===== src/rtl/detector_scheduler_pkg.sv =====
// Shared widths and helpers for the K-best detector front-end sequencer.
package detector_scheduler_pkg;

    localparam int WL      = 15;
    localparam int R_ELEMS = 36;
    localparam int Y_ELEMS = 8;
    localparam int X_W     = 16;

    typedef enum logic {
        ST_IDLE = 1'b0,
        ST_RUN  = 1'b1
    } sched_state_t;

    function automatic int clog2(input int value);
        int result;
        result = 0;
        for (int v = value - 1; v > 0; v = v >> 1) begin
            result = result + 1;
        end
        return result;
    endfunction

endpackage


===== src/rtl/det_out_fifo.sv =====
// First-word-fall-through result FIFO; a push on a full FIFO is legal only alongside a pop.
module det_out_fifo
    import detector_scheduler_pkg::*;
#(
    parameter int WIDTH = 17,
    parameter int DEPTH = 8
)(
    input  logic                     clk,
    input  logic                     rst,
    input  logic                     push,
    input  logic [WIDTH-1:0]         push_data,
    input  logic                     pop,
    output logic [WIDTH-1:0]         head_data,
    output logic [clog2(DEPTH):0]    count,
    output logic                     full,
    output logic                     empty
);
    localparam int AW = clog2(DEPTH);

    logic [WIDTH-1:0] mem [DEPTH];
    logic [AW-1:0]    wr_ptr_reg;
    logic [AW-1:0]    rd_ptr_reg;
    logic [AW:0]      count_reg;
    logic             do_pop;

    assign empty     = (count_reg == '0);
    assign full      = (count_reg == (AW+1)'(DEPTH));
    assign count     = count_reg;
    assign do_pop    = pop & ~empty;
    // Head is forced to zero while empty so stale storage never leaks onto x_data.
    assign head_data = empty ? '0 : mem[rd_ptr_reg];

    always_ff @(posedge clk) begin
        if (push) begin
            mem[wr_ptr_reg] <= push_data;
        end
    end

    always_ff @(posedge clk or negedge rst) begin
        if (!rst) begin
            wr_ptr_reg <= '0;
            rd_ptr_reg <= '0;
            count_reg  <= '0;
        end else begin
            if (push) begin
                wr_ptr_reg <= wr_ptr_reg + 1'b1;
            end
            if (do_pop) begin
                rd_ptr_reg <= rd_ptr_reg + 1'b1;
            end
            case ({push, do_pop})
                2'b10:   count_reg <= count_reg + 1'b1;
                2'b01:   count_reg <= count_reg - 1'b1;
                default: count_reg <= count_reg;
            endcase
        end
    end

    a_no_overflow: assert property (@(posedge clk) disable iff (!rst) !(push && full && !do_pop));

endmodule


===== src/rtl/detector_scheduler.sv =====
// Feeds R/Y into the non-stallable detector, tags vectors in flight and buffers
// detected X under a credit limit so downstream backpressure never loses a result.
module detector_scheduler
    import detector_scheduler_pkg::*;
#(
    parameter int WL      = detector_scheduler_pkg::WL,
    parameter int DET_LAT = 32,
    parameter int DEPTH   = 8
)(
    input  logic                    clk,
    input  logic                    rst,
    input  logic [R_ELEMS*WL-1:0]   r_data,
    input  logic                    r_valid,
    output logic                    r_ready,
    input  logic [Y_ELEMS*WL-1:0]   y_data,
    input  logic                    y_valid,
    input  logic                    y_last,
    output logic                    y_ready,
    output logic [R_ELEMS*WL-1:0]   det_rmat,
    output logic [Y_ELEMS*WL-1:0]   det_yarr,
    input  logic [X_W-1:0]          det_x,
    output logic [X_W-1:0]          x_data,
    output logic                    x_last,
    output logic                    x_valid,
    input  logic                    x_ready,
    output logic                    busy
);
    localparam int CW = clog2(DEPTH) + 1;

    sched_state_t            state_reg, state_next;
    logic                    alive_reg;
    logic [R_ELEMS*WL-1:0]   rmat_reg;
    logic                    issue_reg, issue_last_reg;
    logic [DET_LAT-1:0]      tag_v_reg, tag_last_reg;
    logic [CW-1:0]           inflight_reg;
    logic [CW-1:0]           fifo_count;
    logic [CW:0]             credit_sum;
    logic                    credit_ok, r_fire, y_fire, tag_exit;
    logic                    fifo_full, fifo_empty;
    logic [X_W:0]            fifo_head;

    // Credits cover both buffered and in-flight results, so y_ready never looks at x_ready.
    assign credit_sum = {1'b0, fifo_count} + {1'b0, inflight_reg};
    assign credit_ok  = (credit_sum < (CW+1)'(DEPTH));
    assign r_ready    = (state_reg == ST_IDLE) & alive_reg;
    assign y_ready    = (state_reg == ST_RUN) & credit_ok;
    assign r_fire     = r_valid & r_ready;
    assign y_fire     = y_valid & y_ready;
    assign tag_exit   = tag_v_reg[DET_LAT-1];
    assign busy       = (state_reg == ST_RUN) | (inflight_reg != '0) | (fifo_count != '0);

    always_comb begin
        state_next = state_reg;
        case (state_reg)
            ST_IDLE: if (r_fire) state_next = ST_RUN;
            ST_RUN:  if (y_fire && y_last) state_next = ST_IDLE;
            default: state_next = ST_IDLE;
        endcase
    end

    always_ff @(posedge clk or negedge rst) begin
        if (!rst) begin
            state_reg      <= ST_IDLE;
            alive_reg      <= 1'b0;
            rmat_reg       <= '0;
            det_rmat       <= '0;
            det_yarr       <= '0;
            issue_reg      <= 1'b0;
            issue_last_reg <= 1'b0;
            tag_v_reg      <= '0;
            tag_last_reg   <= '0;
            inflight_reg   <= '0;
        end else begin
            state_reg      <= state_next;
            alive_reg      <= 1'b1;
            issue_reg      <= y_fire;
            issue_last_reg <= y_fire & y_last;
            if (r_fire) begin
                rmat_reg <= r_data;
            end
            if (y_fire) begin
                det_yarr <= y_data;
                det_rmat <= rmat_reg;
            end
            // Tags enter one cycle after det_yarr is registered, aligning the exit with det_x.
            tag_v_reg    <= {tag_v_reg[DET_LAT-2:0], issue_reg};
            tag_last_reg <= {tag_last_reg[DET_LAT-2:0], issue_last_reg};
            case ({y_fire, tag_exit})
                2'b10:   inflight_reg <= inflight_reg + 1'b1;
                2'b01:   inflight_reg <= inflight_reg - 1'b1;
                default: inflight_reg <= inflight_reg;
            endcase
        end
    end

    det_out_fifo #(
        .WIDTH (X_W + 1),
        .DEPTH (DEPTH)
    ) u_out_fifo (
        .clk       (clk),
        .rst       (rst),
        .push      (tag_exit),
        .push_data ({tag_last_reg[DET_LAT-1], det_x}),
        .pop       (x_valid & x_ready),
        .head_data (fifo_head),
        .count     (fifo_count),
        .full      (fifo_full),
        .empty     (fifo_empty)
    );

    assign x_valid = ~fifo_empty;
    assign x_last  = fifo_head[X_W];
    assign x_data  = fifo_head[X_W-1:0];

endmodule

===== config.mk =====
export PLATFORM = sky130hd
export DESIGN_NAME = detector_scheduler
export DESIGN_NICKNAME = d
export VERILOG_FILES = /design/src/rtl/detector_scheduler_pkg.sv /design/src/rtl/det_out_fifo.sv /design/src/rtl/detector_scheduler.sv
export SDC_FILE = /design/constraint.sdc
export NUM_CORES = 2
export LEC_CHECK = 0
export ABC_CLOCK_PERIOD_IN_PS = 4350
export BUFFER_PORTS_ARGS = -buffer_cell sky130_fd_sc_hd__buf_4
export CAP_MARGIN = 5
export CORE_AREA = 3 3 527 529
export CTS_CLUSTER_SIZE = 24
export DETAILED_ROUTE_END_ITERATION = 7
export DIE_AREA = 0 0 530 532
export PLACE_DENSITY = 0.46
export SYNTH_ARGS = -nofsm -noshare
export SYNTH_HDL_FRONTEND = slang
export SYNTH_HIERARCHICAL = 1
export SYNTH_SLANG_ARGS = --single-unit

===== constraint.sdc =====
create_clock -name clk -period 4.35 [get_ports clk]
set_input_delay 0.87 -clock clk [delete_from_list [all_inputs] [get_ports clk]]
set_output_delay 0.87 -clock clk [all_outputs]
set_load 0.01 [all_outputs]

==> reports/summary.txt <==
Std-Cell Rows = 192
Fin. max-slew vios = 0
Cell count of the worst hold path = 2
Drt pass-1 iters = 5
Clock root buffer = clkbuf_16
Crit Path Max Fanout = 22
DR iter-0 viols = 1321
Worst min-delay path endpoint = rmat_reg[97]
Rel. slew slack = 0.2340
Pleak = 0.03242 uW
Initial antenna violation count = 104
Std-Cell Core Area = 273400 um^2
DRC viols = 0
Gpl congestion = 0.8275
Slowest CP cell = dfrtp_2
Grt ovf = 0
CTS tree = done
Storage cell area = 36170 um^2
Wirelength per Cell = 23.63 um
Minimum clock period = 3713 ps
Worst-path clk slew = 60 ps
YS warnings = 6
Final instance area = 72890 um^2
Global-route wire length before repair = 265.6 mm
Vias in the first global route = 33340
I/O pin cnt = 1363
Placed instance count = 7801
Post-Syn Area per Cell = 18.14 um^2
CP peak stage delay = 720 ps
VDD IR-drop max = 479.5 uV
Starting density of the core = 0.1938
RR Endpoint = inflight_reg[3]
Synth Instances = 2921
Final Hold Viols = 0
DIE HEIGHT = 532 um
R2R cell count = 9
CP Launch Type = flop
Multi-input gate area = 15210 um^2
Worst path cell trace = buf_12 -> mux4_2 -> mux2i_1 -> nor2_1 -> buf_4
PD cells = 802.0 nW/um^2
Share of cells above drive strength 1 = 0.6545
Clk Latency, worst-skew pair = 830 ps
CTS Buffer Depth = 4
CP endpoint kind = output port
Setup_tns = 0 ps
Largest net degree at the start of global routing = 152
Global Route Usage Sum = 0.1317
Clock sinks = 1418
Worst r2r src = u_out_fifo/count[3]
Die Area = 282000 um^2
Clock skew = 42.08 ps
Routed wire length = 192.1 mm
CP Buf/Inv Count = 2
Num CTS Buffers = 172
Cell Area, Synth = 52990 um^2
# setup viols final = 0
RSZ-0062 raised after global routing = false
Syn_nets = 3615
Final worst-path cycle share = 0.8536
Post-DP Area = 67010 um^2
Fmax = 0.2693 GHz
Final design utilization = 0.2666
Post-DRT Antenna Nets = 0
Status = completed
Die span in x = 530 um
Worst hold start = r_data[97]
Kind of critical path = reg2out
Delay-heaviest family, CP = multiplexers
WP data required = 3480 ps
Cell Count, Final, Fillers Out = 8130
Final HPWL DP = 145.9 mm
Data arrival time of the worst path = 2840 ps
H-tree lvl count = 4
Vias per cell = 3.818
Fillers = 28120
MaxCap Viol Count = 0
R2r setup slk = 660 ps
Detailed-route via count = 31040
Port Buf Inserts = 1362
Min-Delay Path Class = in2reg
Area growth from synthesis to layout = 37.54%
Pin slew with the least headroom to its limit = 1149 ps
Nets@finish = 5081
-- per-stage QoR --
stage | total power, uW | setup WS (ps) | hold WS (ps)
5_1_grt | 61920 | 372.4 | 182.1
3_5_place_dp | 44450 | 644.8 | 334.7
2_1_floorplan | 34450 | 557.4 | 331.2
4_1_cts | 59730 | 439.8 | 138.0
3_3_place_gp | 44010 | 507.3 | 331.6
6_report | 58450 | 636.9 | 266.9
-- repair_timing --
| item | in CTS | in global routing |
|---|---|---|
| hold endpoints to repair | 5 | 0 |
| buffers inserted | 0 | 0 |
| resized for setup | 0 | 0 |
| hold buffers | 1 | 0 |
-- report_power, final --
group,switching [uW],total (uW),internal [uW]
clock network,5870,14800,8900
registers,3770,23300,19500
logic,9030,20400,11400
-- metal layers --
metal	track usage	up-vias	routed length [um]
met5	0	-	478
met4	0.04974	76	7031
met3	0.06519	367	22110
met2	0.2073	1209	88000
met1	0.1530	15930	74490
li1	-	13460	-
-- layout make-up --
cell class,count,area share
Antenna cell,20,0.0006867
Clock buffer,249,0.06913
Clock inverter,59,0.01068
Inverter,8,0.0004120
Multi-Input combinational cell,1350,0.2087
Sequential cell,1418,0.4962
Tap cell,3589,0.06161
Timing Repair Buffer,1437,0.1526
-- worst max-delay path by stage --
stage                                  start               to  slack, ps  depth (start not counted)
CTS                 u_out_fifo/rd_ptr_reg[0]        x_data[4]        440                          5
finish              u_out_fifo/rd_ptr_reg[0]        x_data[4]        640                          5
floorplan                u_out_fifo/count[3]  inflight_reg[3]        560                         11
global route        u_out_fifo/rd_ptr_reg[0]        x_data[4]        370                          5
global placement         u_out_fifo/count[3]  inflight_reg[3]        510                          9
detailed placement       u_out_fifo/count[3]  inflight_reg[3]        640                          9
-- cell usage in the layout, fill, tap and decap left out, types with 2 or more instances in the layout --
cell	n
buf_4	1410
dfrtp_1	1280
mux2_2	1204
clkbuf_16	176
edfxtp_1	136
clkbuf_1	37
clkbuf_8	36
mux4_2	34
buf_12	25
clkinv_2	23
diode_2	20
nor2_1	19
mux2i_1	18
bufinv_16	14
ha_1	11
inv_1	8
xor2_1	7
inv_6	7
a21oi_1	6
nand2_1	6
nor2_2	6
clkinvlp_4	5
xnor2_1	4
clkinv_1	4
nand2b_1	4
nand3_1	3
nor3b_1	3
clkinv_8	3
or4b_2	2
o21ai_0	2
clkinv_16	2
nor3_4	2
dfrtp_2	2
(Power assumes the default switching activity.)
